===== config.mk =====
export PLATFORM = sky130hd
export DESIGN_NAME = quad_decoder
export DESIGN_NICKNAME = d
export VERILOG_FILES = /design/src/rtl/quad_pkg.sv /design/src/rtl/quad_filt.sv /design/src/rtl/quad_decoder.sv
export SDC_FILE = /design/constraint.sdc
export NUM_CORES = 1
export LEC_CHECK = 0
export ABC_AREA = 1
export CORE_MARGIN = 3
export CORE_UTILIZATION = 41
export CTS_CLUSTER_DIAMETER = 30
export DETAILED_ROUTE_END_ITERATION = 6
export GPL_TIMING_DRIVEN = 0
export PLACE_DENSITY_LB_ADDON = 0.1
export SETUP_SLACK_MARGIN = 0.3
export SLEW_MARGIN = 15
export SYNTH_ARGS = -nofsm -noshare
export SYNTH_HDL_FRONTEND = slang
export SYNTH_SLANG_ARGS = --single-unit

===== constraint.sdc =====
create_clock -name clk -period 1.5 [get_ports clk]
set_input_delay 0.375 -clock clk [delete_from_list [all_inputs] [get_ports clk]]
set_output_delay 0.375 -clock clk [all_outputs]
set_load 0.1 [all_outputs]

===== src/rtl/quad_pkg.sv =====
// Shared types and helpers for the quadrature decoder: phase encoding,
// FSM states, synchronizer depth and the (old, new) phase classifier.
package quad_pkg;

  typedef logic [1:0] phase_t;

  typedef enum logic {
    ST_INIT,
    ST_RUN
  } state_t;

  typedef enum logic [1:0] {
    MV_NONE,
    MV_UP,
    MV_DOWN,
    MV_ILLEGAL
  } move_t;

  localparam int SYNC_STAGES = 2;

  // Up order is 00->10->11->01->00 (A leads B); any single-bit change that
  // is not in that order is a down step, and a two-bit change is illegal.
  function automatic move_t classify(input phase_t old_p, input phase_t new_p);
    move_t mv;
    if (old_p == new_p) begin
      mv = MV_NONE;
    end else if ((old_p ^ new_p) == 2'b11) begin
      mv = MV_ILLEGAL;
    end else begin
      case ({old_p, new_p})
        4'b00_10, 4'b10_11, 4'b11_01, 4'b01_00: mv = MV_UP;
        default:                                mv = MV_DOWN;
      endcase
    end
    return mv;
  endfunction

endpackage


===== src/rtl/quad_filt.sv =====
// One encoder channel: a SYNC_STAGES-deep synchronizer followed by a hold
// filter that only accepts a new level after it has been seen FILT_LEN
// consecutive cycles. 'load' forces the accepted value from the synchronizer.
module quad_filt
  import quad_pkg::*;
#(
  parameter int FILT_LEN = 4
) (
  input  logic clk,
  input  logic rst_n,
  input  logic load,
  input  logic d_async,
  output logic q_filt
);

  localparam logic [3:0] CNT_LAST = 4'(FILT_LEN - 1);

  logic [SYNC_STAGES-1:0] sync_q;
  logic                   sync_out;
  logic [3:0]             cnt;

  assign sync_out = sync_q[SYNC_STAGES-1];

  // Synchronize the pin, then count how long it has disagreed with the accepted level.
  always_ff @(posedge clk or negedge rst_n) begin
    if (!rst_n) begin
      sync_q <= '0;
      cnt    <= '0;
      q_filt <= 1'b0;
    end else begin
      sync_q <= {sync_q[SYNC_STAGES-2:0], d_async};
      if (load) begin
        q_filt <= sync_out;
        cnt    <= '0;
      end else if (sync_out == q_filt) begin
        cnt <= '0;
      end else if (cnt == CNT_LAST) begin
        q_filt <= sync_out;
        cnt    <= '0;
      end else begin
        cnt <= cnt + 4'd1;
      end
    end
  end

endmodule


===== src/rtl/quad_decoder.sv =====
// Quadrature decoder top: two filtered channels, an init/run FSM, step
// decode with direction, and a sticky flag plus saturating counter for
// illegal two-bit phase jumps. All outputs come straight from flops.
module quad_decoder
  import quad_pkg::*;
#(
  parameter int FILT_LEN = 4,
  parameter int ERR_W    = 8
) (
  input  logic             clk,
  input  logic             rst_n,
  input  logic             a_in,
  input  logic             b_in,
  input  logic             clr_err,
  output logic             step_en,
  output logic             step_up,
  output logic             err,
  output logic [ERR_W-1:0] err_cnt,
  output logic [1:0]       phase
);

  localparam logic [ERR_W-1:0] ERR_MAX = {ERR_W{1'b1}};

  state_t     state;
  logic [1:0] init_cnt;
  logic       armed;
  logic       load;
  logic       a_filt;
  logic       b_filt;
  phase_t     cur_phase;
  phase_t     prev_phase;
  move_t      mv;

  // The accepted values are loaded once the synchronizers hold real pin data.
  assign load      = (state == ST_INIT) && (init_cnt == 2'(SYNC_STAGES));
  assign cur_phase = {a_filt, b_filt};
  assign phase     = cur_phase;
  assign mv        = classify(prev_phase, cur_phase);

  quad_filt #(.FILT_LEN(FILT_LEN)) u_filt_a (
    .clk    (clk),
    .rst_n  (rst_n),
    .load   (load),
    .d_async(a_in),
    .q_filt (a_filt)
  );

  quad_filt #(.FILT_LEN(FILT_LEN)) u_filt_b (
    .clk    (clk),
    .rst_n  (rst_n),
    .load   (load),
    .d_async(b_in),
    .q_filt (b_filt)
  );

  // FSM plus registered decode: 'armed' holds off decode for the cycle
  // after the initial load so the preloaded phase is never seen as a jump.
  always_ff @(posedge clk or negedge rst_n) begin
    if (!rst_n) begin
      state      <= ST_INIT;
      init_cnt   <= '0;
      armed      <= 1'b0;
      prev_phase <= '0;
      step_en    <= 1'b0;
      step_up    <= 1'b0;
      err        <= 1'b0;
      err_cnt    <= '0;
    end else begin
      prev_phase <= cur_phase;
      step_en    <= 1'b0;
      step_up    <= 1'b0;
      case (state)
        ST_INIT: begin
          armed <= 1'b0;
          if (load) begin
            state <= ST_RUN;
          end else begin
            init_cnt <= init_cnt + 2'd1;
          end
        end
        ST_RUN: begin
          armed <= 1'b1;
          if (armed) begin
            step_en <= (mv == MV_UP) || (mv == MV_DOWN);
            step_up <= (mv == MV_UP);
          end
        end
        default: state <= ST_INIT;
      endcase

      if (armed && (mv == MV_ILLEGAL)) begin
        err <= 1'b1;
        if (clr_err) begin
          err_cnt <= {{(ERR_W-1){1'b0}}, 1'b1};
        end else if (err_cnt != ERR_MAX) begin
          err_cnt <= err_cnt + 1'b1;
        end
      end else if (clr_err) begin
        err     <= 1'b0;
        err_cnt <= '0;
      end
    end
  end

endmodule


==> impl_metrics.tcl, run 1 <==
set metrics [dict create \
    final_util 0.704 \
    ys_ff_latch 31 \
    firstDrtPassIters 4 \
    wl_per_cell_um 13.0 \
    fp.dieW_um 65.4 \
    yosysSeqAreaShare 0.536 \
    antenna_cells 0 \
    drtAntennaViolNets 0 \
    skew_ns 0.00778 \
    startpoint_type "register" \
    cts_hold_buf 0 \
    yosysTopAreaCellShare 0.536 \
    hold_path.class "primary input to asynchronous set/reset pin" \
    vias 1153 \
    worstPathArrival_ns 1.11 \
    port-buffer-count 17 \
    grt_max_degree 32 \
    clock-sinks 31 \
    initial_utilization 0.452 \
    relSlewSlack 0.564 \
    gr-total-overflow 0 \
    synthTopCellsByArea "dfrtp_1 54%, nand2_1 6.0%, ha_1 5.2%" \
    grt_pass1_vias 1146 \
    rows 20 \
    rsz0062_at_grt "true" \
    total_power_mw 4.85 \
    viasPerCell 4.91 \
    nets 201 \
    timing.setup.tns_ns 0 \
    drive_gt1_frac 0.529 \
    clk_latency_ns 0.33 \
    antenna_found_initial 0 \
    crit_fanout 4 \
    coreArea_mm2 0.00320 \
    routed_wl_um 3050 \
    synth_cell_types 28 \
    critPathMaxStageDelay_ns 0.48 \
    io_pins 18 \
    slowest_stage "dfrtp_2" \
    setup_violations 0 \
    cts_root_buf "clkbuf_4" \
    critPathRequiredTime_ns 1.12 \
    syn_to_final_growth_pct 55.7 \
    synth_area_mm2 0.00145 \
    worstPathCellList "buf_6 -> buf_12" \
    die-area_mm2 0.00428 \
    synth_flop_cell "dfrtp_1" \
    ir_worst_vdd_mv 2.08 \
    grtUsageTotal 0.165 \
    htree_num_levels 2 \
    syn_nets 161 \
    p_leak_nw 1.03 \
    cts_made_buffers 5 \
    clk_pin_slew_ns 0.10 \
    drcViolationCount 0 \
    hold_viol_final 0 \
    syn_area_per_cell_um2 9.65 \
    synth_edf_count 0 \
    maxCapViolCount 0 \
    cts_tree "done" \
    dp_hpwl_um 1950 \
    worst_pin_slew_ns 0.654 \
    cp-end-kind "primary output" \
    async_flop_share 1.00 \
    yosysWarnings 0 \
    p_per_area_mw_per_mm2 2150 \
    syn_inst 150 \
    cts_max_path_buffers 2 \
    grt_pass1_wl_um 5350 \
    routabilityCongestion 0.815 \
    yosysTopAreaCell "dfrtp_1" \
    fin_crit_ns 1.48 \
    drt_iter0_markers 50 \
    drv_slew 0 \
    status "finished, final reports clean" \
    fmax_ghz 0.674 \
    min_period_over_period 0.990 \
    die_h_um 65.4 \
    path_class "register to primary output" \
]
-- cells by family after synthesis --
family          synth area share
simple gates               0.211
buf+inv                   0.0691
flops                      0.536
compound gates            0.0640
mux                      0.00778
xor+xnor                  0.0605
fa+ha+maj                 0.0519
-- cell usage after synthesis (all sizes together) (2+ instances only) --
master	n
dfrtp	31
nand2	28
inv	22
nor2	22
nand3	8
ha	6
o21ai	6
a21oi	5
xnor2	5
xor2	5
nand4	4
buf	2
-- sequential cells by signal, indices dropped and copies added, names as in the netlist --
name and flops:
u_filt_b.sync_q 2, u_filt_a.q_filt 1, step_up 1, state 1, u_filt_b.cnt 4, prev_phase 2, err 1, step_en 1
u_filt_a.sync_q 2, armed 1, u_filt_a.cnt 4, init_cnt 2, u_filt_b.q_filt 1, err_cnt 8
-- final timing paths --
kind | slack (ns) | depth (start not counted) | from | endpoint
max | 0.02 | 2 | u_filt_a.q_filt$_DFFE_PN0P_ | phase[1]
min | 0.05 | 1 | rst_n | u_filt_a.cnt[2]$_DFF_PN0_
max reg2reg | 0.03 | 9 | u_filt_b.q_filt$_DFFE_PN0P_ | err_cnt[5]$_DFFE_PN0P_
min reg2reg | 0.36 | 0 | u_filt_a.sync_q[0]$_DFF_PN0_ | u_filt_a.sync_q[1]$_DFF_PN0_
max in group asynchronous | 0.95 | 1 | rst_n | err_cnt[2]$_DFFE_PN0P_
min in group clk | 0.36 | 0 | u_filt_a.sync_q[0]$_DFF_PN0_ | u_filt_a.sync_q[1]$_DFF_PN0_
-- layer usage --
layer / vias to the layer above / track usage / share of wire
met5: - / 0 / 0
met4: 0 / 0.0699 / 0.022
met3: 5 / 0.0444 / 0.046
met2: 25 / 0.255 / 0.49
met1: 562 / 0.216 / 0.44
li1: 561 / - / -
-- worst max-delay path, delay by kind of cell, from the launching register on --
kind,cells,cell delay (ns)
buffers and inverters,2,0.30
flip-flops,1,0.48
-- layout by cell type (no fill, tap or decap), types with 2 or more instances in the layout --
cell type,n
dfrtp_1,18
nand2_1,17
buf_4,15
inv_1,13
nor2_1,13
buf_12,13
inv_2,8
dfrtp_4,8
nor2_2,7
nand2_2,6
xor2_1,5
nand3_1,5
clkbuf_4,5
dfrtp_2,5
o21ai_2,4
nand4_1,4
xnor2_1,3
a21oi_2,3
nand2_8,3
ha_4,3
buf_6,3
clkdlybuf4s50_1,3
nor2_4,2
nand3_4,2
a21oi_1,2
nand2_4,2
o21ai_0,2
ha_1,2
-- power breakdown --
part	internal [mW]	switching (mW)
Combinational	1.24	1.60
Sequential	1.06	0.259
Clock	0.394	0.293
Total	2.69	2.15
-- final cells by class --
type                    count  area (um^2)
repair buffers             33          419
clock inverters             2         35.0
clock buffers               6         51.3
fillers                   248          948
multi-input cells          95          772
plain buffers               2         22.5
flip-flops and latches     31          812
inverters                  22         87.6
well taps                  44         55.1
-- metrics by stage --
| stage | hold WS, ns | setup WS (ns) | cells | cell area, um^2 |
|---|---|---|---|---|
| 6_report | 0.0545 | 0.0154 | 235 | 2250 |
| 5_1_grt | 0.0913 | -0.0312 | 235 | 2250 |
| 4_1_cts | 0.0803 | 0.0128 | 230 | 2100 |
| 3_5_place_dp | 0.336 | -0.616 | 211 | 1740 |
| 3_3_place_gp | 0.336 | -0.658 | 211 | 1740 |
| 2_1_floorplan | 0.0794 | 0.0829 | 150 | 1520 |
-- timing repair --
action                     CTS  global route
pin swaps                   10            13
setup buffers               11             5
setup endpoints to repair   32            33
gates resized for setup    135            27
No activity file was read; power rests on OpenSTA's default activity.
==> run 2: changes to the inputs <==
CORE_UTILIZATION = 48   (was 41)
SKIP_LAST_GASP = 1   (was not set)
==> run 2 against run 1 <==
Net effect:
- clock power increased by 1%
- sequential power fell by 3%
- final area is 0.55% higher
- utilization grew 10 points
- via count up 4.2%
- clock-buffer cell count is the same
- highest routed layer unchanged
- largest cell class unchanged
- routed wire length increased by 16%
- global-route usage increased by 4.5 points
- setup slack improved by 0.029 ns
- first-iteration DRC count up 8.0%
==> impl_metrics.tcl, run 2 (synthesized netlist as in run 1, its figures left out) <==
set metrics [dict create \
    cp-end-kind "primary output" \
    gr-total-overflow 0 \
    rsz0062_at_grt "true" \
    total_power_mw 4.67 \
    worstPathArrival_ns 1.08 \
    worst_pin_slew_ns 0.683 \
    die-area_mm2 0.00371 \
    coreArea_mm2 0.00281 \
    status "finished, final reports clean" \
    htree_num_levels 2 \
    p_leak_nw 1.05 \
    timing.setup.tns_ns 0 \
    clk_pin_slew_ns 0.11 \
    setup_violations 0 \
    antenna_cells 0 \
    final_cell_mix "20 x buf_4, 19 x nand2_1, 18 x dfrtp_1, 14 x inv_1" \
    grt_max_degree 32 \
    port-buffer-count 17 \
    grt_pass1_wl_um 5520 \
    skew_ns 0.0159 \
    drtAntennaViolNets 0 \
    layout_commonest_cell "buf_4" \
    io_pins 18 \
    worstPathCellList "buf_6 -> buf_12" \
    fp.dieW_um 60.9 \
    internal-power_mw 2.60 \
    grt_pass1_vias 1253 \
    dp_hpwl_um 1890 \
    p_sw_mw 2.07 \
    critPathMaxStageDelay_ns 0.46 \
    nets 210 \
    drive_gt1_frac 0.550 \
    hold_path.class "primary input to asynchronous set/reset pin" \
    die_h_um 60.9 \
    drt_iter0_markers 54 \
    clk_latency_ns 0.34 \
    routed_wl_um 3530 \
    hold_viol_final 0 \
    cts_tree "done" \
    maxCapViolCount 0 \
    min_period_over_period 0.970 \
    top_regs "err_cnt: 8 flops, u_filt_a.cnt: 4 flops, u_filt_b.cnt: 4 flops" \
    fmax_ghz 0.687 \
    vias 1201 \
    firstDrtPassIters 4 \
    syn_to_final_growth_pct 56.6 \
    p_clk_frac 0.148 \
    startpoint_type "register" \
    path_class "register to primary output" \
    cts_made_buffers 5 \
    wl_per_cell_um 15.3 \
    viasPerCell 5.20 \
    pwr-share-seq 0.274 \
    initial_utilization 0.516 \
    crit_fanout 4 \
    p_sw_frac 0.443 \
    p_per_area_mw_per_mm2 2060 \
    ir_worst_vdd_mv 1.47 \
    top_register "err_cnt" \
    largest_reg_flops 8 \
    fin_crit_ns 1.46 \
    antenna_found_initial 0 \
    slowest_stage "dfrtp_2" \
    rows 19 \
    power_frac_comb 0.578 \
    routabilityCongestion 0.854 \
    clock-sinks 31 \
    cts_root_buf "clkbuf_4" \
    cts_max_path_buffers 2 \
    grtUsageTotal 0.209 \
    critPathRequiredTime_ns 1.12 \
    drv_slew 0 \
    relSlewSlack 0.545 \
    drcViolationCount 0 \
]
run 2: changes by cell type in the layout (fill, tap and decap cells not counted), moves of 2 or more:
cell / previous run / this run
nor2_1: 13 / 11
buf_4: 15 / 20
nand2_1: 17 / 19
buf_12: 13 / 11
nand2_2: 6 / 4
o21ai_1: 0 / 2
buf_6: 3 / 9
nand2_8: 3 / 1
nand2_4: 2 / 4
run 2: area by class of cell:
class                      count  area (um^2)
buffer                         2         22.5
clock buffer                   6         51.3
clock inverter                 2         35.0
fill                         156          538
inverter                      22         85.1
multi-input combinational     95          738
sequential                    31          812
tap                           31         38.8
timing repair buffer          42          484
run 2: power by group through the flow:
stage	logic, mW	clock network, mW	registers (mW)
after floorplan	0.966	0	1.68
after global placement	1.73	0	1.24
final	2.70	0.694	1.28
after detailed placement	1.77	0	1.25
after global routing	2.89	0.748	1.30
after CTS	2.21	0.700	1.27
run 2: path summary, 6_finish.rpt:
path                                                 to  cells past startpoint  slack, ns                    startpoint
setup / recovery                               phase[1]                      2       0.04   u_filt_a.q_filt$_DFFE_PN0P_
hold / removal                   err_cnt[0]$_DFFE_PN0P_                      1       0.07                         rst_n
setup reg to reg                 err_cnt[5]$_DFFE_PN0P_                      9       0.06       prev_phase[1]$_DFF_PN0_
hold reg to reg            u_filt_b.sync_q[1]$_DFF_PN0_                      0       0.35  u_filt_b.sync_q[0]$_DFF_PN0_
max in group asynchronous        err_cnt[1]$_DFFE_PN0P_                      1       0.92                         rst_n
min in group clk           u_filt_b.sync_q[1]$_DFF_PN0_                      0       0.35  u_filt_b.sync_q[0]$_DFF_PN0_
run 2: repair_timing:
action,in CTS,in global routing
gates resized for setup,131,27
setup buffers,19,6
hold buffers,0,0
pin swaps,13,6
endpoints found under the setup margin,30,35
run 2: through the flow:
stage	setup WS (ns)	utilization	cells	area, um^2	hold WS, ns
final	0.0445	0.808	231	2270	0.0684
after CTS	0.0287	0.758	225	2130	0.0894
after detailed placement	-0.584	0.613	198	1720	0.335
after global routing	-0.0215	0.808	231	2270	0.0913
after global placement	-0.662	0.615	198	1720	0.332
after floorplan	0.0829	-	150	1520	0.0794
run 2: worst max-delay path: cells and delay by family (launching register included):
kind                   cells  cell delay (ns)
buffers and inverters      2             0.28
DFF                        1             0.46
run 2: per-layer routing:
| metal | track usage | share of wire | vias up |
|---|---|---|---|
| met5 | 0 | 0 | - |
| met4 | 0.0867 | 0.036 | 0 |
| met3 | 0.0702 | 0.034 | 12 |
| met2 | 0.374 | 0.55 | 26 |
| met1 | 0.225 | 0.38 | 587 |
| li1 | - | - | 576 |
